### src/rtl/hazard_ctrl_pkg.sv
`default_nettype none
// ============================================================================
//  Module      : hazard_ctrl_pkg
//  Description : Shared Tuse/Tnew constants, forward-select encodings and a
//                saturating Tnew decrement for the MIPS hazard controller.
//  Revision    : 1.0 - initial release
// ============================================================================
package hazard_ctrl_pkg;

  // Tnew values an instruction carries into E, per producer class
  localparam int T_ALU = 1;   // addu/subu/ori/lui
  localparam int T_DM  = 2;   // lw
  localparam int T_PC  = 0;   // jal

  // Tuse value meaning "operand not read"
  localparam logic [1:0] TUSE_NONE = 2'd3;

  // Forwarding mux select encodings
  localparam logic [1:0] FW_RF = 2'd0;
  localparam logic [1:0] FW_E  = 2'd1;
  localparam logic [1:0] FW_M  = 2'd2;
  localparam logic [1:0] FW_W  = 2'd3;

  // Tnew shrinks by one per stage advanced, floored at zero
  function automatic logic [1:0] sat_dec(input logic [1:0] x);
    return (x != 2'd0) ? (x - 2'd1) : 2'd0;
  endfunction

endpackage
`default_nettype wire

### src/rtl/hazard_fwd_sel.sv
`default_nettype none
// ============================================================================
//  Module      : hazard_fwd_sel
//  Description : Combinational priority forward select for one operand
//                address against the E/M/W writers (E > M > W).
//  Ports       : i_addr          operand register address
//                i_a3_e/i_rdy_e  E destination / E may forward now
//                i_a3_m/i_rdy_m  M destination / M may forward now
//                i_a3_w/i_rdy_w  W destination / W may forward now
//                o_sel           FW_RF / FW_E / FW_M / FW_W
//  Revision    : 1.0 - initial release
// ============================================================================
module hazard_fwd_sel
  import hazard_ctrl_pkg::*;
(
  input  logic [4:0] i_addr,
  input  logic [4:0] i_a3_e,
  input  logic       i_rdy_e,
  input  logic [4:0] i_a3_m,
  input  logic       i_rdy_m,
  input  logic [4:0] i_a3_w,
  input  logic       i_rdy_w,
  output logic [1:0] o_sel
);

  logic w_hit_e;
  logic w_hit_m;
  logic w_hit_w;

  // rdy already excludes $0 writers, so a match implies i_addr != 0
  assign w_hit_e = i_rdy_e && (i_a3_e == i_addr);
  assign w_hit_m = i_rdy_m && (i_a3_m == i_addr);
  assign w_hit_w = i_rdy_w && (i_a3_w == i_addr);

  always_comb begin
    o_sel = FW_RF;
    if (w_hit_e)      o_sel = FW_E;
    else if (w_hit_m) o_sel = FW_M;
    else if (w_hit_w) o_sel = FW_W;
  end

endmodule
`default_nettype wire

### src/rtl/hazard_ctrl.sv
`default_nettype none
// ============================================================================
//  Module      : hazard_ctrl
//  Description : Tuse/Tnew hazard controller for a 5-stage MIPS pipeline.
//                Tracks E/M/W destinations, raises the global stall and
//                drives every forwarding select; counts stall cycles.
//  Ports       : clk, reset (async, active-high)
//                rs_d/rt_d, tuse_rs/tuse_rt   D operands and their Tuse
//                a3_d/we_d/tnew_d             D destination info
//                stall                        freeze PC/FD, bubble DE
//                fwd_rs_d/fwd_rt_d            D compare operand selects
//                fwd_rs_e/fwd_rt_e            E ALU operand selects
//                fwd_rt_m                     M store data select
//                stall_cnt                    saturating stall counter
//  Revision    : 1.0 - initial release
// ============================================================================
module hazard_ctrl #(
  parameter int CNT_W = 32,
  parameter int T_ALU = 1,
  parameter int T_DM  = 2,
  parameter int T_PC  = 0
) (
  input  logic             clk,
  input  logic             reset,
  input  logic [4:0]       rs_d,
  input  logic [4:0]       rt_d,
  input  logic [1:0]       tuse_rs,
  input  logic [1:0]       tuse_rt,
  input  logic [4:0]       a3_d,
  input  logic             we_d,
  input  logic [1:0]       tnew_d,
  output logic             stall,
  output logic [1:0]       fwd_rs_d,
  output logic [1:0]       fwd_rt_d,
  output logic [1:0]       fwd_rs_e,
  output logic [1:0]       fwd_rt_e,
  output logic [1:0]       fwd_rt_m,
  output logic [CNT_W-1:0] stall_cnt
);

  import hazard_ctrl_pkg::*;

  // Largest Tnew any producer class can carry; larger tnew_d is not a legal
  // encoding and is clamped so it cannot stall longer than a real producer.
  localparam int TNEW_MAX_I = (T_DM > T_ALU) ? ((T_DM > T_PC) ? T_DM : T_PC)
                                             : ((T_ALU > T_PC) ? T_ALU : T_PC);
  localparam logic [1:0]       TNEW_MAX = TNEW_MAX_I[1:0];
  localparam logic [CNT_W-1:0] CNT_ONE  = {{(CNT_W-1){1'b0}}, 1'b1};

  // Tracking registers
  logic [4:0]       r_a3_e, r_rs_e, r_rt_e;
  logic             r_we_e;
  logic [1:0]       r_tnew_e;
  logic [4:0]       r_a3_m, r_rt_m;
  logic             r_we_m;
  logic [1:0]       r_tnew_m;
  logic [4:0]       r_a3_w;
  logic             r_we_w;
  logic [CNT_W-1:0] r_stall_cnt;

  logic       w_wr_e, w_wr_m, w_wr_w;
  logic       w_rdy_e, w_rdy_m;
  logic       w_stall_rs, w_stall_rt, w_stall;
  logic [1:0] w_tnew_in;

  assign w_wr_e  = r_we_e && (r_a3_e != 5'd0);
  assign w_wr_m  = r_we_m && (r_a3_m != 5'd0);
  assign w_wr_w  = r_we_w && (r_a3_w != 5'd0);
  assign w_rdy_e = w_wr_e && (r_tnew_e == 2'd0);
  assign w_rdy_m = w_wr_m && (r_tnew_m == 2'd0);

  assign w_tnew_in = (tnew_d > TNEW_MAX) ? TNEW_MAX : tnew_d;

  // A producer stalls D when its result is ready later than D needs it
  assign w_stall_rs = (rs_d != 5'd0) && (tuse_rs != TUSE_NONE) &&
                      ((w_wr_e && (r_a3_e == rs_d) && (r_tnew_e > tuse_rs)) ||
                       (w_wr_m && (r_a3_m == rs_d) && (r_tnew_m > tuse_rs)));
  assign w_stall_rt = (rt_d != 5'd0) && (tuse_rt != TUSE_NONE) &&
                      ((w_wr_e && (r_a3_e == rt_d) && (r_tnew_e > tuse_rt)) ||
                       (w_wr_m && (r_a3_m == rt_d) && (r_tnew_m > tuse_rt)));
  assign w_stall    = w_stall_rs || w_stall_rt;

  assign stall     = w_stall;
  assign stall_cnt = r_stall_cnt;

  always_ff @(posedge clk or posedge reset) begin
    if (reset) begin
      r_a3_e      <= 5'd0;
      r_rs_e      <= 5'd0;
      r_rt_e      <= 5'd0;
      r_we_e      <= 1'b0;
      r_tnew_e    <= 2'd0;
      r_a3_m      <= 5'd0;
      r_rt_m      <= 5'd0;
      r_we_m      <= 1'b0;
      r_tnew_m    <= 2'd0;
      r_a3_w      <= 5'd0;
      r_we_w      <= 1'b0;
      r_stall_cnt <= '0;
    end else begin
      if (w_stall) begin
        r_a3_e   <= 5'd0;
        r_rs_e   <= 5'd0;
        r_rt_e   <= 5'd0;
        r_we_e   <= 1'b0;
        r_tnew_e <= 2'd0;
      end else begin
        r_a3_e   <= a3_d;
        r_rs_e   <= rs_d;
        r_rt_e   <= rt_d;
        r_we_e   <= we_d;
        r_tnew_e <= w_tnew_in;
      end
      r_a3_m   <= r_a3_e;
      r_rt_m   <= r_rt_e;
      r_we_m   <= r_we_e;
      r_tnew_m <= sat_dec(r_tnew_e);
      r_a3_w   <= r_a3_m;
      r_we_w   <= r_we_m;
      if (w_stall && (r_stall_cnt != '1)) begin
        r_stall_cnt <= r_stall_cnt + CNT_ONE;
      end
    end
  end

  hazard_fwd_sel u_sel_rs_d (
    .i_addr(rs_d),   .i_a3_e(r_a3_e), .i_rdy_e(w_rdy_e),
    .i_a3_m(r_a3_m), .i_rdy_m(w_rdy_m),
    .i_a3_w(r_a3_w), .i_rdy_w(w_wr_w), .o_sel(fwd_rs_d)
  );

  hazard_fwd_sel u_sel_rt_d (
    .i_addr(rt_d),   .i_a3_e(r_a3_e), .i_rdy_e(w_rdy_e),
    .i_a3_m(r_a3_m), .i_rdy_m(w_rdy_m),
    .i_a3_w(r_a3_w), .i_rdy_w(w_wr_w), .o_sel(fwd_rt_d)
  );

  // E operands can only be fed from M or W
  hazard_fwd_sel u_sel_rs_e (
    .i_addr(r_rs_e), .i_a3_e(5'd0),   .i_rdy_e(1'b0),
    .i_a3_m(r_a3_m), .i_rdy_m(w_rdy_m),
    .i_a3_w(r_a3_w), .i_rdy_w(w_wr_w), .o_sel(fwd_rs_e)
  );

  hazard_fwd_sel u_sel_rt_e (
    .i_addr(r_rt_e), .i_a3_e(5'd0),   .i_rdy_e(1'b0),
    .i_a3_m(r_a3_m), .i_rdy_m(w_rdy_m),
    .i_a3_w(r_a3_w), .i_rdy_w(w_wr_w), .o_sel(fwd_rt_e)
  );

  // Store data in M can only be fed from W
  hazard_fwd_sel u_sel_rt_m (
    .i_addr(r_rt_m), .i_a3_e(5'd0),   .i_rdy_e(1'b0),
    .i_a3_m(5'd0),   .i_rdy_m(1'b0),
    .i_a3_w(r_a3_w), .i_rdy_w(w_wr_w), .o_sel(fwd_rt_m)
  );

endmodule
`default_nettype wire

### config.mk
export PLATFORM = sky130hd
export DESIGN_NAME = hazard_ctrl
export DESIGN_NICKNAME = d
export VERILOG_FILES = /design/src/rtl/hazard_ctrl_pkg.sv /design/src/rtl/hazard_fwd_sel.sv /design/src/rtl/hazard_ctrl.sv
export SDC_FILE = /design/constraint.sdc
export NUM_CORES = 1
export LEC_CHECK = 0
export CAP_MARGIN = 25
export CORE_MARGIN = 10
export CORE_UTILIZATION = 48
export DETAILED_ROUTE_END_ITERATION = 7
export GPL_ROUTABILITY_DRIVEN = 0
export GPL_TIMING_DRIVEN = 0
export PLACE_DENSITY_LB_ADDON = 0.2
export SLEW_MARGIN = 20
export SYNTH_ARGS = -nofsm -noshare
export SYNTH_HDL_FRONTEND = slang
export SYNTH_SLANG_ARGS = --single-unit
### constraint.sdc
create_clock -name clk -period 3.4 [get_ports clk]
set_input_delay 1.02 -clock clk [delete_from_list [all_inputs] [get_ports clk]]
set_output_delay 1.02 -clock clk [all_outputs]
set_load 0.005 [all_outputs]
==> qor.yml, run 1 <==
timing:
  tns_ns: -0.178
  skew_ns: 0.00938
  slew_viol_final: 0
  final_hold_viol_count: 0
  finalSetupViolCount: 1
  whs_ns: 0.374
  fin_crit_sh_pct: 105
  max-slew-margin-rel_pct: 55.0
  fmax_ghz: 0.279
  finalCriticalPeriod_ns: 3.58
  rsz0062_at_grt: "true"
  worstMarginPinSlew_ns: 0.670
  worst_slack_ns: -0.178
floorplan:
  die_y_um: 108
  die_w_um: 108
  io_pins: 67
  core_sq_um: 7370
  die-area_sq_um: 11600
  initial_core_util_pct: 50.1
  fp-row-count: 31
global_route:
  grt_overflow: 0
  antenna_found_initial: 0
  grt_max_degree: 53
  grt.total_usage_pct: 16.6
  grt_pass1_vias: 3021
  grt_pass1_wl_mm: 15.3
clock_tree:
  cts-buffers-inserted: 9
  cts_hold_buf: 0
  cts_sinks: 69
  insertion_delay_ns: 0.35
  cts_tree: "yes"
  clockBufferDepth: 2
  clkTransAtPathRegs_ns: 0.07
  cts-htree-levels: 3
  root_buffer: "clkbuf_8"
setup_path:
  rr_endpoint: "stall_cnt[30]$_DFFE_PP0P_"
  critPathKind: "in -> out"
  crit_fanout: 2
  reg2reg_depth: 10
  crit_arrival_ns: 2.56
  end_kind: "output port"
  r2r_setup_slack_ns: 0.67
  worstSetupStartpoint: "tuse_rt[1]"
  r2r_start: "r_a3_m[0]$_DFF_PP0_"
  required_ns: 2.38
  critPathLaunchType: "input pin"
hold_path:
  hold_path.class: "reg -> reg"
  min-delay-start: "r_a3_m[4]$_DFF_PP0_"
  min_to: "r_a3_w[4]$_DFF_PP0_"
  min_path_cells: 0
routing:
  drt_wl_total_mm: 9.63
  vias: 3018
  wl_per_cell_um: 17.4
  drc: 0
  viasPerCell: 5.45
  drt_iter0_drc: 109
  postRouteAntennaNets: 0
  dr.pass1.iters: 4
final_layout:
  area_growth_pct: 32.7
  drive_above_1_share_pct: 20.2
  fin_util_pct: 66.5
  diodes: 0
  mostFrequentLayoutCells: "dfrtp_1 (66), xor2_1 (47), clkdlybuf4s50_1 (43)"
  nets: 484
  final_common_cell: "dfrtp_1"
place:
  place_hpwl_mm: 6.88
  numPortBuffers: 66
run_status:
  status: "complete, but fails checks"
  failed_checks: "setup timing"
synth:
  ys_seq_area_share_pct: 46.7
  syn_area_per_cell_sq_um: 10.2
  synth_edf_count: 0
  ys.flop_type: "dfrtp_1"
  yosys_warnings: 0
  postSynth.asyncResetShare_pct: 100
  synth.distinct_cells: 33
  netlist_area_sq_um: 3690
  netlist_instances: 361
  ys_seq_elements: 69
  syn_nets: 394
pwr:
  ir_drop_mv: 0.253
  p_leak_nw: 2.20
  total_power_w: 0.00189
  powerDensity_nw_per_um2: 385
run:
  max_cap_violations: 0
-- where the power goes --
| group | switching (W) | internal [W] |
|---|---|---|
| Sequential | 0.0000504 | 0.000864 |
| Clock | 0.000319 | 0.000357 |
| Combinational | 0.000137 | 0.000161 |
-- layer usage --
| layer | routed length (um) | vias to the layer above | track usage (%) |
|---|---|---|---|
| met4 | 191 | 0 | 6.11 |
| li1 | - | 1410 | - |
| met1 | 3830 | 1496 | 19.6 |
| met2 | 4890 | 95 | 27.5 |
| met5 | 0 | - | 0 |
| met3 | 715 | 17 | 5.33 |
-- worst max-delay path by stage --
| stage | endpoint | slack (ns) | cells after the start |
|---|---|---|---|
| 2_1_floorplan | stall | 0.02 | 8 |
| 3_3_place_gp | stall | -1.18 | 9 |
| 3_5_place_dp | stall | -1.26 | 9 |
| 4_1_cts | stall | -0.18 | 9 |
| 5_1_grt | stall | -0.22 | 8 |
| 6_report | stall | -0.18 | 9 |
-- cell usage after synthesis, types with 3 or more instances --
master | instances | area [sq um]
dfrtp_1 | 69 | 1730
xor2_1 | 48 | 420
xnor2_1 | 37 | 324
nand3_1 | 25 | 125
nand2_1 | 20 | 75.1
nor3_1 | 20 | 100
and2_1 | 18 | 113
nor2_1 | 16 | 60.1
nand4_1 | 12 | 75.1
o21ai_0 | 10 | 50.1
clkbuf_1 | 9 | 33.8
ha_1 | 9 | 113
or4_1 | 9 | 67.6
and3_1 | 8 | 50.1
inv_1 | 7 | 26.3
buf_2 | 6 | 30.0
nor2b_1 | 6 | 37.5
nor4_1 | 4 | 25.0
and4_1 | 3 | 26.3
buf_6 | 3 | 33.8
nor4_2 | 3 | 37.5
o21a_1 | 3 | 22.5
-- worst max-delay path, stage by stage --
cell	delay [ns]
clkdlybuf4s15_2	0.19
inv_2	0.05
ha_1	0.28
nor2b_1	0.13
o21ai_1	0.08
or4_4	0.43
and4_4	0.24
clkinv_8	0.05
buf_6	0.08
-- state kept, by name, summed over array words and instances (netlist names) --
signal,cells
r_a3_e,5
r_a3_m,5
r_a3_w,5
r_rs_e,5
r_rt_e,5
r_rt_m,5
r_tnew_e,2
r_tnew_m,2
r_we_e,1
r_we_m,1
r_we_w,1
stall_cnt,32
-- kinds of logic (layout without fill, tap and decap cells) --
group | after synthesis | count (layout) | share of synthesized area [%]
buffers and inverters | 28 | 122 | 3.86
multiplexers | 2 | 2 | 0.576
XOR/XNOR | 85 | 85 | 20.2
adder cells (fa/ha/maj) | 9 | 9 | 3.05
flip-flops | 69 | 69 | 46.7
AO/OA/AOI/OAI | 18 | 18 | 2.91
AND/OR/NAND/NOR | 150 | 150 | 22.7
-- stage by stage --
stage	instances	area [sq um]	worst slack (ns)
after floorplan	361	3690	0.0240
after global placement	526	4480	-1.18
after detailed placement	527	4510	-1.26
after CTS	540	4710	-0.183
after global routing	554	4900	-0.222
final	554	4900	-0.178
-- layout make-up --
cell class              instances  area (sq um)
clock inverters                 5          60.1
multi-input cells             264          1930
inverters                       8          45.0
repair buffers                 86           797
clock buffers                  10           138
plain buffers                  13          81.3
fillers                       595          2470
well taps                      99           124
flip-flops and latches         69          1730
-- timing repair --
item / in CTS / in global routing
gates resized for setup: 78 / 41
setup endpoints to repair: 11 / 8
setup buffers: 5 / 14
pin swaps: 17 / 10
(Power assumes the default switching activity.)
==> inputs of run 2 (changes only) <==
--- a/config.mk
+++ b/config.mk
@@ -6,8 +6,9 @@
 export NUM_CORES = 1
 export LEC_CHECK = 0
 export CAP_MARGIN = 25
-export CORE_MARGIN = 10
+export CORE_MARGIN = 2
 export CORE_UTILIZATION = 48
+export CTS_CLUSTER_DIAMETER = 30
 export DETAILED_ROUTE_END_ITERATION = 7
 export GPL_ROUTABILITY_DRIVEN = 0
 export GPL_TIMING_DRIVEN = 0
==> run 2 against run 1 <==
  * The run still ends with setup timing left
  * Worst hold slack got worse by 0.0011 ns
  * First-iteration DRC count up 68%
  * Via count grew 0.86%
  * Fmax is 0.62% higher
  * Die area is 28% lower
  * Clock-buffer cell count fell by 1
  * Critical path depth shrank 1
  * Register-to-register slack better by 0.09 ns
  * Global-route usage rose by 5.6 points
  * Combinational power increased by 4%
==> qor.yml, run 2 (synthesis gave the netlist of run 1 again) <==
routing:
  met2WireLength_mm: 4.64
  postRouteAntennaNets: 0
  dr.pass1.iters: 6
  wl_met1_mm: 3.89
  drt_wl_total_mm: 9.10
  drt_iter0_drc: 183
  top_layer: "met4"
  vias: 3044
  drc: 0
  wl_per_cell_um: 16.3
  viasPerCell: 5.45
  routed-wl-met3_um: 406
timing:
  finalCriticalPeriod_ns: 3.56
  worst_slack_ns: -0.156
  max-slew-margin-rel_pct: 54.3
  final_hold_viol_count: 0
  fin_crit_sh_pct: 105
  worstMarginPinSlew_ns: 0.680
  rsz0062_at_grt: "true"
  fmax_ghz: 0.281
  skew_ns: 0.00731
  finalSetupViolCount: 1
  slew_viol_final: 0
clock_tree:
  root_buffer: "clkbuf_8"
  cts_sinks: 69
  cts_tree: "yes"
  cts-htree-levels: 3
  insertion_delay_ns: 0.34
  clockBufferDepth: 2
  cts-buffers-inserted: 9
  clkTransAtPathRegs_ns: 0.08
setup_path:
  end_kind: "output port"
  cp_cell_sequence: "buf_2, xor2_1, nor3_2, nand3_1, or4_4, and4_4, clkinv_8, buf_6"
  r2r_setup_slack_ns: 0.76
  critPathLaunchType: "input pin"
  r2r_start: "r_a3_e[3]$_DFF_PP0_"
  crit_arrival_ns: 2.54
  crit_fanout: 5
  cp_slowest_cell: "or4_4"
  required_ns: 2.38
  slowest_delay_ns: 0.53
  critPathKind: "in -> out"
  worstSetupStartpoint: "rs_d[1]"
final_layout:
  mostFrequentLayoutCells: "dfrtp_1 (66), xor2_1 (47), clkdlybuf4s50_1 (43)"
  nets: 488
  final_cell_count_no_fill: 559
  final_common_cell: "dfrtp_1"
  area_growth_pct: 34.9
  drive_above_1_share_pct: 21.3
  diodes: 0
  largest_reg_flops: 32
floorplan:
  fp-row-count: 31
  die_w_um: 91.7
  die-area_sq_um: 8410
  core_sq_um: 7370
  die_y_um: 91.7
  initial_core_util_pct: 50.1
  io_pins: 67
global_route:
  grt_pass1_vias: 3024
  grt.total_usage_pct: 22.2
  grt_overflow: 0
  grt_pass1_wl_mm: 14.8
  grt_max_degree: 57
  antenna_found_initial: 0
pwr:
  powerDensity_nw_per_um2: 381
  ir_drop_mv: 0.281
  p_leak_nw: 2.19
place:
  dp_cells: 527
  place_hpwl_mm: 6.18
  dp_slack_ns: -1.21
  numPortBuffers: 66
hold_path:
  min-delay-start: "r_a3_m[0]$_DFF_PP0_"
  hold_path.class: "reg -> reg"
run_status:
  status: "complete, but fails checks"
  failed_checks: "setup timing"
run:
  max_cap_violations: 0
==> run 2: changes by cell type in the layout (fill, tap and decap cells not counted), moves of 2 or more <==
cell,before,now
nand3_1,23,25
nand3_2,2,0
buf_12,0,3
clkinvlp_4,1,3
buf_6,5,8
dlymetal6s2s_1,3,0
==> run 2: path summary, 6_finish.rpt <==
check | depth (start not counted) | end
max | 8 | stall
min | 0 | r_a3_w[0]$_DFF_PP0_
max reg2reg | 9 | stall_cnt[30]$_DFFE_PP0P_
min reg2reg | 0 | r_a3_w[0]$_DFF_PP0_
max in group asynchronous | 3 | stall_cnt[16]$_DFFE_PP0P_
min in group asynchronous | 2 | r_rt_m[1]$_DFF_PP0_
==> run 2: critical path, delay by kind of cell <==
kind                   cells  cell delay, ns
AND/OR/NAND/NOR            4            1.04
XOR/XNOR                   1            0.18
buffers and inverters      3            0.29
==> run 2: report_power, final <==
group,switching (W),internal [W],leakage (nW)
logic,0.000137,0.000173,1.23
clock network,0.000330,0.000341,0.0918
registers,0.0000505,0.000864,0.865
==> run 2: repair_timing <==
| item | 4_1_cts | 5_1_grt |
|---|---|---|
| hold buffers | 0 | 0 |
| gates resized for setup | 96 | 35 |
| setup endpoints to repair | 11 | 7 |
| pin swaps | 17 | 18 |
| endpoints found under the hold margin | 0 | 0 |
| buffers inserted | 14 | 12 |
==> run 2: per-layer routing <==
| layer | GRT usage (%) | vias to the layer above |
|---|---|---|
| li1 | - | 1411 |
| met1 | 28.3 | 1521 |
| met2 | 37.6 | 91 |
| met3 | 4.68 | 21 |
| met4 | 7.59 | 0 |
| met5 | 0 | - |
==> run 2: area by class of cell <==
cell class | count | area (sq um)
timing repair buffer | 90 | 851
buffer | 13 | 93.8
clock inverter | 7 | 75.1
clock buffer | 9 | 124
fill | 586 | 2390
sequential | 69 | 1730
inverter | 8 | 47.5
tap | 99 | 124
multi-input combinational | 264 | 1940
==> run 2: metrics by stage <==
step	TNS, ns	power, W	hold slack (ns)	utilization [%]	cell area, sq um
after floorplan	0	0.00107	0.348	-	3690
after global placement	-45.27	0.00118	0.352	60.8	4480
after detailed placement	-11.68	0.00119	0.355	61.2	4510
after CTS	-0.259	0.00188	0.374	65.6	4830
after global routing	-0.358	0.00198	0.383	67.6	4980
final	-0.156	0.00190	0.373	67.6	4980
